===== src/rtl/fft_frame_packer.sv =====
// fft_frame_packer: buffers an unframed stream of 14-bit complex samples in a
// small FIFO and presents it to the streaming FFT sink as packets of exactly
// N points, with sop/eop markers and per-packet size/direction held stable.
module fft_frame_packer #(
    parameter int          DEPTH   = 16,
    parameter logic [10:0] DEF_PTS = 11'd1024
) (
    input  logic        clk,
    input  logic        reset,
    input  logic        flush,
    input  logic        in_valid,
    output logic        in_ready,
    input  logic [13:0] in_real,
    input  logic [13:0] in_imag,
    input  logic [10:0] cfg_pts,
    input  logic        cfg_inverse,
    output logic        sink_valid,
    input  logic        sink_ready,
    output logic        sink_sop,
    output logic        sink_eop,
    output logic [13:0] sink_real,
    output logic [13:0] sink_imag,
    output logic [1:0]  sink_error,
    output logic [10:0] fftpts_in,
    output logic        inverse,
    output logic        cfg_err,
    output logic [15:0] frame_cnt
);

    localparam int             AW         = $clog2(DEPTH);
    localparam logic [AW:0]    FULL_COUNT = (AW + 1)'(DEPTH);
    localparam int             NUM_SIZES  = 5;

    typedef enum logic [0:0] {
        ST_IDLE     = 1'b0,
        ST_IN_FRAME = 1'b1
    } state_t;

    // ------------------------------------------------------------------
    // Sample FIFO
    // ------------------------------------------------------------------
    logic [27:0]   mem [DEPTH];
    logic [AW-1:0] wr_ptr_reg;
    logic [AW-1:0] rd_ptr_reg;
    logic [AW:0]   count_reg;
    logic          full;
    logic          empty;
    logic          wr_en;
    logic          rd_en;
    logic [27:0]   head;

    assign full  = (count_reg == FULL_COUNT);
    assign empty = (count_reg == '0);

    // Ready comes only from registered occupancy; held low while in reset.
    assign in_ready   = !full && !reset;
    assign sink_valid = !empty;

    // A flush discards whatever transfer happens in the same cycle.
    assign wr_en = in_valid && in_ready && !flush;
    assign rd_en = sink_valid && sink_ready && !flush;

    assign head      = mem[rd_ptr_reg];
    assign sink_real = sink_valid ? head[27:14] : '0;
    assign sink_imag = sink_valid ? head[13:0]  : '0;
    assign sink_error = 2'b00;

    // Storage array: written on an accepted sample, read asynchronously at the head.
    always_ff @(posedge clk) begin
        if (wr_en) begin
            mem[wr_ptr_reg] <= {in_real, in_imag};
        end
    end

    // Pointers and occupancy; reset and flush both empty the FIFO.
    always_ff @(posedge clk) begin
        if (reset || flush) begin
            wr_ptr_reg <= '0;
            rd_ptr_reg <= '0;
            count_reg  <= '0;
        end else begin
            if (wr_en) begin
                wr_ptr_reg <= wr_ptr_reg + AW'(1);
            end
            if (rd_en) begin
                rd_ptr_reg <= rd_ptr_reg + AW'(1);
            end
            case ({wr_en, rd_en})
                2'b10:   count_reg <= count_reg + (AW + 1)'(1);
                2'b01:   count_reg <= count_reg - (AW + 1)'(1);
                default: count_reg <= count_reg;
            endcase
        end
    end

    // ------------------------------------------------------------------
    // Configuration validation
    // ------------------------------------------------------------------
    logic [NUM_SIZES-1:0] size_hit;
    logic                 cfg_legal;
    logic [10:0]          cfg_sel_reg;
    logic                 cfg_err_reg;

    // Legal transform sizes are the powers of two from 64 up to 1024.
    generate
        for (genvar gi = 0; gi < NUM_SIZES; gi++) begin : g_size_match
            assign size_hit[gi] = (cfg_pts == (11'd64 << gi));
        end
    endgenerate

    assign cfg_legal = |size_hit;
    assign cfg_err   = cfg_err_reg;

    // Track the last legal size; any illegal request sets the sticky error.
    always_ff @(posedge clk) begin
        if (reset) begin
            cfg_sel_reg <= DEF_PTS;
            cfg_err_reg <= 1'b0;
        end else if (cfg_legal) begin
            cfg_sel_reg <= cfg_pts;
        end else begin
            cfg_err_reg <= 1'b1;
        end
    end

    // ------------------------------------------------------------------
    // Frame state machine
    // ------------------------------------------------------------------
    state_t      state_reg, state_next;
    logic [10:0] pos_reg, pos_next;
    logic [10:0] frame_pts_reg, frame_pts_next;
    logic        frame_inv_reg, frame_inv_next;
    logic [15:0] frame_cnt_reg, frame_cnt_next;
    logic        last_beat;

    assign last_beat = (pos_reg == (frame_pts_reg - 11'd1));
    assign frame_cnt = frame_cnt_reg;

    // Frame state registers; the completed-packet counter survives a flush.
    always_ff @(posedge clk) begin
        if (reset) begin
            state_reg     <= ST_IDLE;
            pos_reg       <= '0;
            frame_pts_reg <= DEF_PTS;
            frame_inv_reg <= 1'b0;
            frame_cnt_reg <= '0;
        end else begin
            state_reg     <= state_next;
            pos_reg       <= pos_next;
            frame_pts_reg <= frame_pts_next;
            frame_inv_reg <= frame_inv_next;
            frame_cnt_reg <= frame_cnt_next;
        end
    end

    // Next-state logic: the first read of a packet freezes its size and direction.
    always_comb begin
        state_next     = state_reg;
        pos_next       = pos_reg;
        frame_pts_next = frame_pts_reg;
        frame_inv_next = frame_inv_reg;
        frame_cnt_next = frame_cnt_reg;
        if (flush) begin
            state_next = ST_IDLE;
            pos_next   = '0;
        end else if (rd_en) begin
            case (state_reg)
                ST_IDLE: begin
                    frame_pts_next = cfg_sel_reg;
                    frame_inv_next = cfg_inverse;
                    pos_next       = 11'd1;
                    state_next     = ST_IN_FRAME;
                end
                default: begin
                    if (last_beat) begin
                        pos_next       = '0;
                        frame_cnt_next = frame_cnt_reg + 16'd1;
                        state_next     = ST_IDLE;
                    end else begin
                        pos_next = pos_reg + 11'd1;
                    end
                end
            endcase
        end
    end

    // Packet markers and FFT control: live config while idle, frozen within a packet.
    always_comb begin
        sink_sop  = 1'b0;
        sink_eop  = 1'b0;
        fftpts_in = cfg_sel_reg;
        inverse   = cfg_inverse;
        if (state_reg == ST_IDLE) begin
            sink_sop = sink_valid;
        end else begin
            fftpts_in = frame_pts_reg;
            inverse   = frame_inv_reg;
            sink_eop  = sink_valid && last_beat;
        end
    end

endmodule


===== config.mk =====
export PLATFORM = sky130hd
export DESIGN_NAME = fft_frame_packer
export DESIGN_NICKNAME = d
export VERILOG_FILES = /design/src/rtl/fft_frame_packer.sv
export SDC_FILE = /design/constraint.sdc
export NUM_CORES = 1
export LEC_CHECK = 0
export CAP_MARGIN = 20
export CORE_ASPECT_RATIO = 1.1
export CORE_MARGIN = 2
export CORE_UTILIZATION = 55
export DETAILED_ROUTE_END_ITERATION = 10
export PLACE_DENSITY_LB_ADDON = 0.05
export SYNTH_ARGS = -nofsm -noshare
export SYNTH_HDL_FRONTEND = slang
export SYNTH_SLANG_ARGS = --single-unit

===== constraint.sdc =====
create_clock -name clk -period 5.4 [get_ports clk]
set_input_delay 0.81 -clock clk [delete_from_list [all_inputs] [get_ports clk]]
set_output_delay 0.81 -clock clk [all_outputs]
set_load 0.03 [all_outputs]

==> impl_metrics.json <==
{
  "drtPass1Iterations": 5,
  "final_common_cell": "edfxtp_1",
  "syn_area_mm2": 0.0206,
  "cts-root-buf": "clkbuf_16",
  "whs_path_depth": 1,
  "wirelength_um": 43900,
  "status": "completed",
  "routed_via_density": 6.02,
  "drv_cap": 0,
  "final_hold_viol_count": 0,
  "slew_headroom_pct": 32.8,
  "setup_viol": 0,
  "synthArstFlopShare_pct": 0,
  "io_buffers": 105,
  "required_ns": 4.59,
  "yosys-top-cells-area": "edfxtp_1, mux4_2, dfxtp_1",
  "dp.final_hpwl_um": 24500,
  "synth_area_per_cell_um2": 18.7,
  "fmax_ghz": 0.229,
  "floorplan.initialDensity_pct": 55.6,
  "most-common-layout-cells": "edfxtp_1, mux4_2, clkdlybuf4s50_1",
  "ys_warn_count": 0,
  "reg2regPathDepth": 14,
  "cts_max_path_buffers": 3,
  "die_x_um": 189,
  "synth_edf_count": 448,
  "clk_pin_slew_worst_paths_ns": 0.06,
  "rows": 74,
  "criticalPathCategory": "reg2out",
  "cts_resized": 0,
  "fillers": 2565,
  "ys_ff_latch": 517,
  "drive_gt1_share_pct": 23.1,
  "post_cts_buffers": 0,
  "post-route-min-period_ns": 4.37,
  "skew_ns": 0.0202,
  "ys_seq_area_share_pct": 72.0,
  "yosys.area.top_type": "edfxtp_1",
  "p_leak_uw": 0.00754,
  "n_antenna_cell": 0,
  "grt_pass1_wl_um": 66200,
  "synth_flop_cell": "edfxtp_1",
  "critPathMaxFanout": 10,
  "dp.cells": 1679,
  "worst_slew_pin_slew_ns": 1.01,
  "arrival_ns": 3.56,
  "htreeDepth": 2,
  "cp-end-kind": "output pin",
  "post-route-period-util_pct": 81.0,
  "fin_setup_tns_ns": 0,
  "rsz0062_at_grt": "false",
  "dieArea_mm2": 0.0390,
  "hold_slack_ns": 0.458,
  "start_kind": "flip-flop",
  "numCtsBuffers": 50,
  "antenna_found_initial": 1,
  "grt_overflow": 0,
  "clkLatencyLatePin_ns": 0.57,
  "min_path_type": "reg2reg",
  "synthCells": 1104,
  "vias": 10700,
  "largest_reg_flops": 448,
  "grt_start_max_net_pins": 49,
  "num_io_pins": 108,
  "synth_cell_types": 54,
  "cts_tree": "done",
  "grt_usage_pct": 22.9,
  "core_area_mm2": 0.0370,
  "syn_to_final_growth_pct": 17.5,
  "nets": 1294,
  "remaining_drc_errors": 0,
  "vdd_drop_max_uv": 289,
  "drt_iter0_drc": 791,
  "clkSinkCount": 517,
  "powerDensity_mw_per_mm2": 338,
  "dieHeight_um": 207,
  "slew_violations": 0,
  "ctsHoldBuffers": 0,
  "drt-wirelength-per-cell_um": 24.8,
  "grt_pass1_vias": 10800,
  "antenna_left": 0,
  "synth_top_area_share_pct": 65.3,
  "stdcell_count": 1773,
  "gp_congestion": 0.825
}
## power breakdown
group	switching, µW	total, µW	leakage, µW	internal [µW]
Clock	1470	3670	0.000844	2200
Sequential	4.73	4350	0.00459	4340
Combinational	105	173	0.00210	67.9
Total	1580	8190	0.00754	6610
## critical path, stage by stage (launching register included)
cell and delay (ns):
dfxtp_1 0.42, or4_4 0.62, o41ai_2 0.33, nand4_1 0.15, nor4_2 0.35, nor4b_1 0.27, and3_1 0.20, clkdlybuf4s50_1 0.67
## final cells by class
type	instances	area, µm²	share of cell area, %
multi-input cells	513	5590	23.1
well taps	494	618	2.55
clock buffers	61	1330	5.51
flip-flops and latches	517	14800	61.3
repair buffers	141	1360	5.61
clock inverters	33	419	1.73
inverters	14	52.6	0.217
## worst paths after layout
path,startpoint,endpoint,slack (ns)
min reg2reg,cfg_sel_reg[2]$_SDFFE_PP0P_,cfg_sel_reg[2]$_SDFFE_PP0P_,0.46
max reg2reg,count_reg[1]$_SDFFE_PP0P_,count_reg[4]$_SDFFE_PP0P_,1.88
max,frame_pts_reg[3]$_SDFFE_PP0P_,sink_eop,1.03
min,cfg_sel_reg[2]$_SDFFE_PP0P_,cfg_sel_reg[2]$_SDFFE_PP0P_,0.46
## logic make-up (layout without fill, tap and decap cells)
group / after synthesis / count (layout) / synth area share [%]
AO/OA/AOI/OAI: 92 / 92 / 2.57
other: 1 / 2 / 0.0182
adder cells (fa/ha/maj): 12 / 12 / 0.728
multiplexers: 160 / 160 / 16.4
buffers and inverters: 75 / 249 / 1.46
AND/OR/NAND/NOR: 213 / 213 / 5.45
flip-flops: 517 / 517 / 72.0
XOR/XNOR: 34 / 34 / 1.44
## through the flow
step,power [µW],worst slack [ns],area (µm²),utilization [%]
final,8190,1.03,24200,65.4
after global routing,8410,0.837,24200,65.4
after CTS,8260,1.00,24200,65.4
after detailed placement,4610,1.11,22500,60.7
after global placement,4610,1.09,22500,60.7
after floorplan,4500,1.32,20600,-
## synth_stat cells (3+ instances only)
cell,count
a211oi_1,3
a21oi_1,39
a22oi_1,3
and2_1,35
and3_1,7
buf_1,15
clkbuf_1,40
dfxtp_1,69
edfxtp_1,448
ha_1,12
inv_1,14
mux2_2,13
mux2i_1,6
mux4_2,140
nand2_1,39
nand2b_1,5
nand3_1,13
nand4_1,6
nor2_1,45
nor2b_1,8
nor3_1,20
nor4_1,6
o21ai_0,32
or3_1,15
or4_1,3
xnor2_1,12
xor2_1,22
## routing by layer
metal	part of all wire, %	vias to the layer above	routed length [µm]	GRT usage [%]
li1	-	4698	-	-
met1	41	5515	18000	31.7
met2	50	391	21800	37.4
met3	7.0	74	3050	4.37
met4	2.4	0	1060	6.92
met5	0	-	0	0
Note: power is estimated with default switching activity, not from simulation.
